**src/rtl/mem_arb_pkg.sv**
```systemverilog
// mem_arb_pkg
//   Shared definitions for the unified-memory port arbiter:
//   - arb_state_e : access sequencer states (IDLE, ISSUE, WAIT, RESP)
//   - REQ_CPU / REQ_LD : requester IDs, also used as bit positions in
//     the eligibility vector handed to the round-robin picker
//   - CNT_W : width of the memory-latency down counter
//   - lat_to_cnt : narrows an integer latency to the counter width
package mem_arb_pkg;

    typedef enum logic [1:0] {
        ST_IDLE  = 2'd0,
        ST_ISSUE = 2'd1,
        ST_WAIT  = 2'd2,
        ST_RESP  = 2'd3
    } arb_state_e;

    localparam logic REQ_CPU = 1'b0;
    localparam logic REQ_LD  = 1'b1;

    localparam int CNT_W = 4;

    function automatic logic [CNT_W-1:0] lat_to_cnt(input int lat);
        return lat[CNT_W-1:0];
    endfunction

endpackage

```
**src/rtl/mem_port_arbiter_rr_arb2.sv**
```systemverilog
// rr_arb2
//   Combinational two-way round-robin pick.
//   Ports:
//     elig_i       [1:0] eligible requesters, indexed by requester ID
//     last_grant_i       ID granted most recently
//     grant_o            winning requester ID (meaningful when valid_o)
//     valid_o            at least one requester is eligible
module rr_arb2
    import mem_arb_pkg::*;
(
    input  logic [1:0] elig_i,
    input  logic       last_grant_i,
    output logic       grant_o,
    output logic       valid_o
);

    always_comb begin
        valid_o = |elig_i;
        grant_o = REQ_CPU;
        if (elig_i == 2'b11) begin
            // Tie: the side that did not win last time goes first.
            grant_o = ~last_grant_i;
        end else if (elig_i[REQ_LD]) begin
            grant_o = REQ_LD;
        end
    end

endmodule

```
**src/rtl/mem_port_arbiter.sv**
```systemverilog
// mem_port_arbiter
//   Shares one unified instruction/data memory between the CPU datapath
//   and the UART program loader. One access at a time is sequenced as
//   IDLE -> ISSUE (one mem_en strobe) -> WAIT (MEM_LAT cycles) -> RESP
//   (one-cycle ready pulse to the winner).
//   Ports:
//     clk, rst_n                      clock, async active-low reset
//     boot_mode_i                     blocks CPU requests from winning
//     cpu_req_i/we_i/addr_i/wdata_i   CPU request
//     cpu_rdata_o, cpu_ready_o        CPU response
//     cpu_stall_o                     cpu_req_i & ~cpu_ready_o (comb.)
//     ld_req_i/we_i/addr_i/wdata_i    loader request
//     ld_rdata_o, ld_ready_o          loader response
//     mem_en_o/we_o/addr_o/wdata_o    memory command (registered)
//     mem_rdata_i                     memory data, MEM_LAT after mem_en
module mem_port_arbiter
    import mem_arb_pkg::*;
#(
    parameter int ADDR_W  = 32,
    parameter int DATA_W  = 32,
    parameter int MEM_LAT = 1
) (
    input  logic              clk,
    input  logic              rst_n,
    input  logic              boot_mode_i,
    input  logic              cpu_req_i,
    input  logic              cpu_we_i,
    input  logic [ADDR_W-1:0] cpu_addr_i,
    input  logic [DATA_W-1:0] cpu_wdata_i,
    output logic [DATA_W-1:0] cpu_rdata_o,
    output logic              cpu_ready_o,
    output logic              cpu_stall_o,
    input  logic              ld_req_i,
    input  logic              ld_we_i,
    input  logic [ADDR_W-1:0] ld_addr_i,
    input  logic [DATA_W-1:0] ld_wdata_i,
    output logic [DATA_W-1:0] ld_rdata_o,
    output logic              ld_ready_o,
    output logic              mem_en_o,
    output logic              mem_we_o,
    output logic [ADDR_W-1:0] mem_addr_o,
    output logic [DATA_W-1:0] mem_wdata_o,
    input  logic [DATA_W-1:0] mem_rdata_i
);

    localparam logic [CNT_W-1:0] LAT_CNT = lat_to_cnt(MEM_LAT);
    localparam logic [CNT_W-1:0] CNT_ONE = CNT_W'(1);

    arb_state_e        state_q,      state_d;
    logic              last_grant_q, last_grant_d;
    logic              owner_q,      owner_d;
    logic [CNT_W-1:0]  cnt_q,        cnt_d;
    logic [DATA_W-1:0] rdata_q,      rdata_d;
    logic              mem_en_q,     mem_en_d;
    logic              mem_we_q,     mem_we_d;
    logic [ADDR_W-1:0] addr_q,       addr_d;
    logic [DATA_W-1:0] wdata_q,      wdata_d;
    logic              cpu_ready_q,  cpu_ready_d;
    logic              ld_ready_q,   ld_ready_d;

    logic [1:0] elig;
    logic       arb_grant;
    logic       arb_valid;

    // The CPU is only a candidate outside boot mode; the loader always is.
    assign elig[REQ_CPU] = cpu_req_i & ~boot_mode_i;
    assign elig[REQ_LD]  = ld_req_i;

    rr_arb2 u_rr_arb2 (
        .elig_i       (elig),
        .last_grant_i (last_grant_q),
        .grant_o      (arb_grant),
        .valid_o      (arb_valid)
    );

    always_comb begin
        state_d      = state_q;
        last_grant_d = last_grant_q;
        owner_d      = owner_q;
        cnt_d        = cnt_q;
        rdata_d      = rdata_q;
        addr_d       = addr_q;
        wdata_d      = wdata_q;
        mem_en_d     = 1'b0;
        mem_we_d     = 1'b0;
        cpu_ready_d  = 1'b0;
        ld_ready_d   = 1'b0;

        case (state_q)
            ST_IDLE: begin
                if (arb_valid) begin
                    owner_d      = arb_grant;
                    last_grant_d = arb_grant;
                    // Latch the winner's command; it drives the memory
                    // pins directly from these registers during ISSUE.
                    if (arb_grant == REQ_LD) begin
                        mem_we_d = ld_we_i;
                        addr_d   = ld_addr_i;
                        wdata_d  = ld_wdata_i;
                    end else begin
                        mem_we_d = cpu_we_i;
                        addr_d   = cpu_addr_i;
                        wdata_d  = cpu_wdata_i;
                    end
                    mem_en_d = 1'b1;
                    state_d  = ST_ISSUE;
                end
            end
            ST_ISSUE: begin
                cnt_d   = LAT_CNT;
                state_d = ST_WAIT;
            end
            ST_WAIT: begin
                cnt_d = cnt_q - CNT_ONE;
                // Count value 1 marks the cycle in which the memory data
                // is valid, MEM_LAT cycles after the strobe.
                if (cnt_q == CNT_ONE) begin
                    rdata_d     = mem_rdata_i;
                    cpu_ready_d = (owner_q == REQ_CPU);
                    ld_ready_d  = (owner_q == REQ_LD);
                    state_d     = ST_RESP;
                end
            end
            ST_RESP: begin
                state_d = ST_IDLE;
            end
            default: begin
                state_d = ST_IDLE;
            end
        endcase
    end

    always_ff @(posedge clk or negedge rst_n) begin
        if (!rst_n) begin
            state_q      <= ST_IDLE;
            last_grant_q <= REQ_LD;
            owner_q      <= REQ_CPU;
            cnt_q        <= '0;
            rdata_q      <= '0;
            mem_en_q     <= 1'b0;
            mem_we_q     <= 1'b0;
            addr_q       <= '0;
            wdata_q      <= '0;
            cpu_ready_q  <= 1'b0;
            ld_ready_q   <= 1'b0;
        end else begin
            state_q      <= state_d;
            last_grant_q <= last_grant_d;
            owner_q      <= owner_d;
            cnt_q        <= cnt_d;
            rdata_q      <= rdata_d;
            mem_en_q     <= mem_en_d;
            mem_we_q     <= mem_we_d;
            addr_q       <= addr_d;
            wdata_q      <= wdata_d;
            cpu_ready_q  <= cpu_ready_d;
            ld_ready_q   <= ld_ready_d;
        end
    end

    assign mem_en_o    = mem_en_q;
    assign mem_we_o    = mem_we_q;
    assign mem_addr_o  = addr_q;
    assign mem_wdata_o = wdata_q;

    assign cpu_ready_o = cpu_ready_q;
    assign ld_ready_o  = ld_ready_q;
    assign cpu_rdata_o = rdata_q;
    assign ld_rdata_o  = rdata_q;

    assign cpu_stall_o = cpu_req_i & ~cpu_ready_q;

endmodule

```
**config.mk**
```make
export PLATFORM = sky130hd
export DESIGN_NAME = mem_port_arbiter
export DESIGN_NICKNAME = d
export VERILOG_FILES = /design/src/rtl/mem_arb_pkg.sv /design/src/rtl/mem_port_arbiter_rr_arb2.sv /design/src/rtl/mem_port_arbiter.sv
export SDC_FILE = /design/constraint.sdc
export NUM_CORES = 1
export LEC_CHECK = 0
export CORE_UTILIZATION = 30
export CTS_CLUSTER_SIZE = 40
export DETAILED_ROUTE_END_ITERATION = 8
export PLACE_DENSITY_LB_ADDON = 0.3
export SLEW_MARGIN = 20
export SYNTH_ARGS = -nofsm -noshare
export SYNTH_HDL_FRONTEND = slang
export SYNTH_HIERARCHICAL = 1
export SYNTH_SLANG_ARGS = --single-unit
export TNS_END_PERCENT = 30
```
**constraint.sdc**
```tcl
create_clock -name clk -period 2.3 [get_ports clk]
set_clock_uncertainty 0.05 [all_clocks]
set_input_delay 0.46 -clock clk [delete_from_list [all_inputs] [get_ports clk]]
set_output_delay 0.46 -clock clk [all_outputs]
set_load 0.1 [all_outputs]
```
==> flow_summary_export.csv, run 1 <==
group,metric,value,unit
clocking,cts_tree,"built",
logic_synthesis,ys_seq_elements,108,
logic_synthesis,yosysMostFrequentCell,"dfrtp_1",
run,max-cap-violations,0,
detailed_routing,wl_per_cell,14.8,microns
grt,grt.total_usage,15.9,%
logic_synthesis,synth_fa_ha_area_share,0.988,%
critical_path,startpoint,"cnt_q[1]",
clocking,cts_buffers,9,
logic_synthesis,seq_area_frac_synth,53.4,%
logic_synthesis,synth-xor-area-share,0,%
detailed_routing,drc,0,
logic_synthesis,yosys_warnings,6,
place,gp_congestion,0.809,
logic_synthesis,synth_compound_gate_area_share,7.44,%
critical_path,endpoint,"cpu_rdata_o[0]",
timing,hold_viol_final,0,
finish,areaGrowthSynthToFinish,60.1,%
logic_synthesis,netlist_area,5060,sq um
timing,maxSlewViolCount,0,
timing,hold_slack,0.431,ns
place,portBuffers,299,
grt,grt_max_degree,58,
logic_synthesis,synthSimpleGateAreaFrac,7.31,%
logic_synthesis,yosys.area.top_type_share,52.9,%
logic_synthesis,synth_edf_count,0,
clocking,cts_buffer_depth,2,
critical_path,r2r_end,"cpu_rdata_o[0]",
timing,max-slew-margin-rel,73.1,%
logic_synthesis,synthMuxAreaShare,22.3,%
timing,min_period,1.97,ns
floorplan,initial_core_util,30.6,%
clocking,insertion_delay,0.35,ns
critical_path,worstRegToRegCells,6,
timing,fin_crit_sh,85.4,%
detailed_routing,firstDrtPassIters,4,
logic_synthesis,synth_common_cells,"107 x dfrtp_1, 70 x nand2_1, 66 x o21ai_0",
logic_synthesis,synth_cell_types,29,
grt,grt_pass1_wl,21800,microns
detailed_routing,drt_wl_total,13700,microns
grt,grt_pass1_vias,4159,
place,hpwl,10500,microns
logic_synthesis,syn_avg_cell_area,11.7,sq um
critical_path,cp.arrival,2.15,ns
finish,antenna_cells,0,
hold_path,min_path_cells,1,
timing,rsz0062_at_grt,"no",
finish,drive_above_1_share,28.4,%
clocking,path_clk_slew,0.08,ns
detailed_routing,drtIter0Drc,110,
finish,fin_nets,867,
clocking,cts-resized-gates,0,
floorplan,fp.dieW,132,microns
logic_synthesis,synth_ff_type,"dfrtp_1",
critical_path,r2r_setup_slack,0.33,ns
finish,fin_util,49.1,%
logic_synthesis,synth_top_family_by_area,"multiplexers",
run_status,status,"completed",
floorplan,rows,47,
logic_synthesis,synth_fp_nets,605,
critical_path,end_kind,"register",
floorplan,pin_count,300,
detailed_routing,antenna_left,0,
critical_path,startpoint_type,"register",
floorplan,die_h,132,microns
floorplan,die_area,17400,sq um
floorplan,core,16500,sq um
grt,antenna_found_initial,0,
critical_path,worstPathMaxFanout,16,
clocking,cts-root-buf,"clkbuf_16",
clocking,clock_sinks,108,
critical_path,r2r-start,"cnt_q[1]",
clocking,htree_levels,3,
hold_path,hp-class,"register to register",
critical_path,cp.required,2.48,ns
logic_synthesis,synth_area_leaders,"dfrtp_1 53%, mux2i_1 13%, mux2_4 8.6%",
detailed_routing,vias,4091,
grt,grt-ovfl-total,0,
timing,tightest_slew,0.404,ns
logic_synthesis,synthArstFlopShare,100,%
logic_synthesis,yosys.area.top_type,"dfrtp_1",
critical_path,worstSetupPathType,"register to register",
detailed_routing,via_per_inst,4.44,
logic_synthesis,synth_cells,434,
timing,finalSetupViolCount,0,
timing,max_freq,509,MHz
-- worst max-delay path: stages, from the launching register on --
cell and delay [ns]:
dfrtp_1 0.38, inv_1 0.09, ha_1 0.14, or3b_4 0.42, nor2_8 0.21, buf_12 0.21, mux2_2 0.34
-- area by class of cell --
type	count	area [sq um]
fill	1468	8420
timing repair buffer	310	2840
sequential	108	2700
multi-input combinational	259	1950
tap	220	275
clock buffer	9	225
clock inverter	7	82.6
inverter	8	30.0
-- stage by stage --
step / worst slack (ns) / cells / instance area (sq um) / setup TNS, ns
finish: 0.335 / 921 / 8110 / 0
global route: 0.252 / 921 / 8110 / 0
CTS: 0.322 / 921 / 8110 / 0
detailed placement: -0.0327 / 904 / 7790 / -0.0327
global placement: 0.0560 / 904 / 7790 / 0
floorplan: 0.102 / 434 / 5070 / 0
-- worst min-delay path by stage --
stage | start | endpoint
global placement | rst_n | mem_wdata_o[13]
finish | owner_q | cpu_ready_o
floorplan | rst_n | cnt_q[0]
CTS | last_grant_q | last_grant_q
detailed placement | rst_n | mem_addr_o[30]
global route | mem_addr_o[0] | mem_addr_o[0]
-- cells in the final DEF, fill, tap and decap left out, types with 3 or more instances in the layout --
master / count
clkdlybuf4s50_1: 165
mux2_4: 29
nand3_1: 3
clkbuf_16: 9
ha_1: 4
nand2_1: 69
dfrtp_1: 107
buf_4: 136
inv_1: 8
mux2_2: 4
mux2i_1: 65
buf_12: 8
o21ai_0: 66
-- what timing repair did --
item / 4_1_cts / 5_1_grt
hold endpoints to repair: 22 / 0
hold buffers: 1 / 0
buffers inserted: 0 / 0
-- kinds of logic after synthesis --
kind of cell    Yosys count
compound gates           72
flops                   108
buf+inv                  67
simple gates             85
mux                      98
fa+ha+maj                 4
-- metal layers --
layer	wire, microns	part of all wire, %	vias up	global-route usage, %
met5	0	0	-	0
li1	-	-	1962	-
met4	272	2.0	0	6.01
met2	6880	50	197	28.5
met3	1050	7.7	20	4.54
met1	5460	40	1912	18.0
-- flip-flops by register name, summed over array words and instances (netlist names) --
register,flops
mem_wdata_o,32
ld_ready_o,1
mem_addr_o,32
mem_en_o,1
owner_q,1
state_q,2
cnt_q,4
last_grant_q,1
mem_we_o,1
cpu_rdata_o,32
cpu_ready_o,1
Power of run 1 is not shown: default switching activity piles up to over one toggle a cycle in this logic, so the estimate is an artifact.
==> run 2: changes to the inputs <==
--- a/config.mk
+++ b/config.mk
@@ -9,6 +9,7 @@
 export CTS_CLUSTER_SIZE = 40
 export DETAILED_ROUTE_END_ITERATION = 8
 export PLACE_DENSITY_LB_ADDON = 0.3
+export SKIP_LAST_GASP = 1
 export SLEW_MARGIN = 20
 export SYNTH_ARGS = -nofsm -noshare
 export SYNTH_HDL_FRONTEND = slang
==> results of run 2 <==
Final layout, timing and power as in run 1 (identical DEF).
Power of run 2 is left out for the same reason.
==> run 3: changes to the inputs <==
--- a/config.mk
+++ b/config.mk
@@ -5,12 +5,13 @@
 export SDC_FILE = /design/constraint.sdc
 export NUM_CORES = 1
 export LEC_CHECK = 0
+export ABC_AREA = 1
 export CORE_UTILIZATION = 30
 export CTS_CLUSTER_SIZE = 40
 export DETAILED_ROUTE_END_ITERATION = 8
 export PLACE_DENSITY_LB_ADDON = 0.3
 export SKIP_LAST_GASP = 1
-export SLEW_MARGIN = 20
+export SLEW_MARGIN = 10
 export SYNTH_ARGS = -nofsm -noshare
 export SYNTH_HDL_FRONTEND = slang
 export SYNTH_HIERARCHICAL = 1
==> run 3 against run 2 <==
  * Register-to-register slack better by 0.49 ns
  * Synthesized area shrank 0.57%
  * Critical path depth increased by 3
  * First-iteration DRC count grew 93%
  * Count of clock-buffer cells in the layout rose by 1
  * Setup slack better by 0.14 ns
  * Critical path type is now primary input to register
  * Critical endpoint is now mem_wdata_o[4]
==> flow_summary_export.csv, run 3 <==
group,metric,value,unit
logic_synthesis,syn_avg_cell_area,8.62,sq um
critical_path,r2r_setup_slack,0.82,ns
timing,rsz0062_at_grt,"no",
finish,fin_nets,1011,
place,hpwl,11300,microns
clocking,cts-root-buf,"clkbuf_16",
logic_synthesis,ys_seq_elements,108,
timing,tightest_slew,0.391,ns
critical_path,cp.required,2.49,ns
logic_synthesis,synth_cells,584,
detailed_routing,antenna_left,0,
logic_synthesis,synthArstFlopShare,100,%
grt,grt_pass1_vias,4605,
grt,grt.total_usage,18.4,%
logic_synthesis,synth_ff_type,"dfrtp_1",
logic_synthesis,synth_cell_types,23,
logic_synthesis,yosysMostFrequentCell,"a21oi_1",
logic_synthesis,yosys_warnings,6,
detailed_routing,drt_wl_total,15600,microns
finish,final_cell_mix,"165 x clkdlybuf4s50_1, 135 x buf_4, 130 x a21oi_1",
detailed_routing,via_per_inst,4.45,
logic_synthesis,synth_common_cells,"131 x a21oi_1, 107 x dfrtp_1, 107 x nand2_1",
clocking,path_clk_slew,0.07,ns
critical_path,worstRegToRegCells,7,
run_status,status,"completed",
place,gp_congestion,0.808,
logic_synthesis,synth_edf_count,0,
critical_path,startpoint_type,"primary input",
place,portBuffers,299,
floorplan,initial_core_util,31.2,%
grt,grt_max_degree,67,
logic_synthesis,yosys.area.top_type_share,53.2,%
clocking,insertion_delay,0.35,ns
grt,grt_pass1_wl,25100,microns
critical_path,worstPathMaxFanout,28,
critical_path,end_kind,"register",
finish,layout_commonest_cell,"clkdlybuf4s50_1",
hold_path,hold-path-endpoint,"cpu_ready_o",
detailed_routing,firstDrtPassIters,4,
clocking,cts_tree,"built",
finish,antenna_cells,0,
clocking,cts-resized-gates,0,
detailed_routing,drc,0,
detailed_routing,drtIter0Drc,212,
clocking,htree_levels,3,
timing,finalSetupViolCount,0,
logic_synthesis,synth_area_leaders,"dfrtp_1 53%, a21oi_1 13%, nand2_1 8.0%",
clocking,cts_setup_buffers,0,
floorplan,die_h,132,microns
critical_path,r2r-start,"state_q[0]",
timing,max_freq,549,MHz
logic_synthesis,synth_fp_nets,755,
critical_path,worstSetupPathType,"primary input to register",
timing,min_period,1.82,ns
detailed_routing,wl_per_cell,14.7,microns
grt,antenna_found_initial,0,
floorplan,core,16100,sq um
detailed_routing,vias,4726,
floorplan,die_area,17300,sq um
finish,areaGrowthSynthToFinish,59.5,%
clocking,clock_sinks,108,
clocking,cts_buffer_depth,2,
critical_path,r2r_end,"mem_wdata_o[4]",
critical_path,cp.arrival,2.01,ns
timing,hold_viol_final,0,
timing,maxSlewViolCount,0,
clocking,cts_buffers,9,
timing,tns,0,ns
hold_path,min_from,"owner_q",
floorplan,rows,46,
run,max-cap-violations,0,
logic_synthesis,netlist_area,5030,sq um
finish,drive_above_1_share,22.0,%
timing,max-slew-margin-rel,74.0,%
hold_path,min_path_cells,1,
clocking,cts_hold_buf,1,
floorplan,fp.dieW,132,microns
timing,fin_crit_sh,79.2,%
grt,grt-ovfl-total,0,
hold_path,hp-class,"register to register",
logic_synthesis,yosys.area.top_type,"dfrtp_1",
logic_synthesis,seq_area_frac_synth,53.7,%
floorplan,pin_count,300,
==> run 3: layout make-up <==
class / instances / area [sq um]
Fill cell: 1563 / 8080
Timing Repair Buffer: 312 / 2900
Sequential cell: 108 / 2700
Multi-Input combinational cell: 366 / 1710
Tap cell: 216 / 270
Clock buffer: 10 / 239
Inverter: 43 / 161
Clock inverter: 6 / 48.8
==> run 3: critical path: stages <==
cell             delay (ns)
clkdlybuf4s50_1        0.46
inv_1                  0.05
nor2_1                 0.21
or2_1                  0.17
nand2_2                0.09
buf_12                 0.18
buf_12                 0.16
a21oi_1                0.13
a21oi_1                0.08
==> run 3: through the flow <==
stage | util, % | setup WS (ns) | std cells | area (sq um) | hold slack, ns
global route | 49.8 | 0.357 | 1061 | 8030 | 0.400
global placement | 48.0 | 0.135 | 1044 | 7730 | 0.365
floorplan | - | 0.0993 | 584 | 5040 | 0.114
finish | 49.8 | 0.478 | 1061 | 8030 | 0.369
detailed placement | 48.0 | 0.100 | 1044 | 7730 | 0.360
CTS | 49.8 | 0.480 | 1061 | 8030 | 0.367
==> run 3: worst max-delay path by stage <==
| stage | slack [ns] | from | endpoint |
|---|---|---|---|
| after floorplan | 0.1 | cpu_ready_o | cpu_stall_o |
| after global placement | 0.14 | cpu_req_i | mem_addr_o[26] |
| after detailed placement | 0.10 | cpu_req_i | mem_wdata_o[4] |
| after CTS | 0.48 | cpu_req_i | mem_wdata_o[4] |
| after global routing | 0.36 | cpu_req_i | mem_wdata_o[1] |
| final | 0.48 | cpu_req_i | mem_wdata_o[4] |
==> run 3: metal layers <==
metal / part of all wire, % / global-route usage (%) / vias to the layer above
li1: - / - / 2351
met1: 41 / 22.6 / 2207
met2: 50 / 31.0 / 153
met3: 6.1 / 5.52 / 15
met4: 2.0 / 5.43 / 0
met5: 0 / 0 / -
==> run 3: kinds of logic (layout without fill, tap and decap cells) <==
kind of cell | count (synthesis) | after routing | share of synthesized area, %
adder cells (fa/ha/maj) | 4 | 4 | 0.994
buffers and inverters | 110 | 371 | 12.5
flip-flops | 108 | 108 | 53.7
AO/OA/AOI/OAI | 167 | 167 | 17.6
AND/OR/NAND/NOR | 195 | 195 | 15.1
Power of run 3 is left out for the same reason.
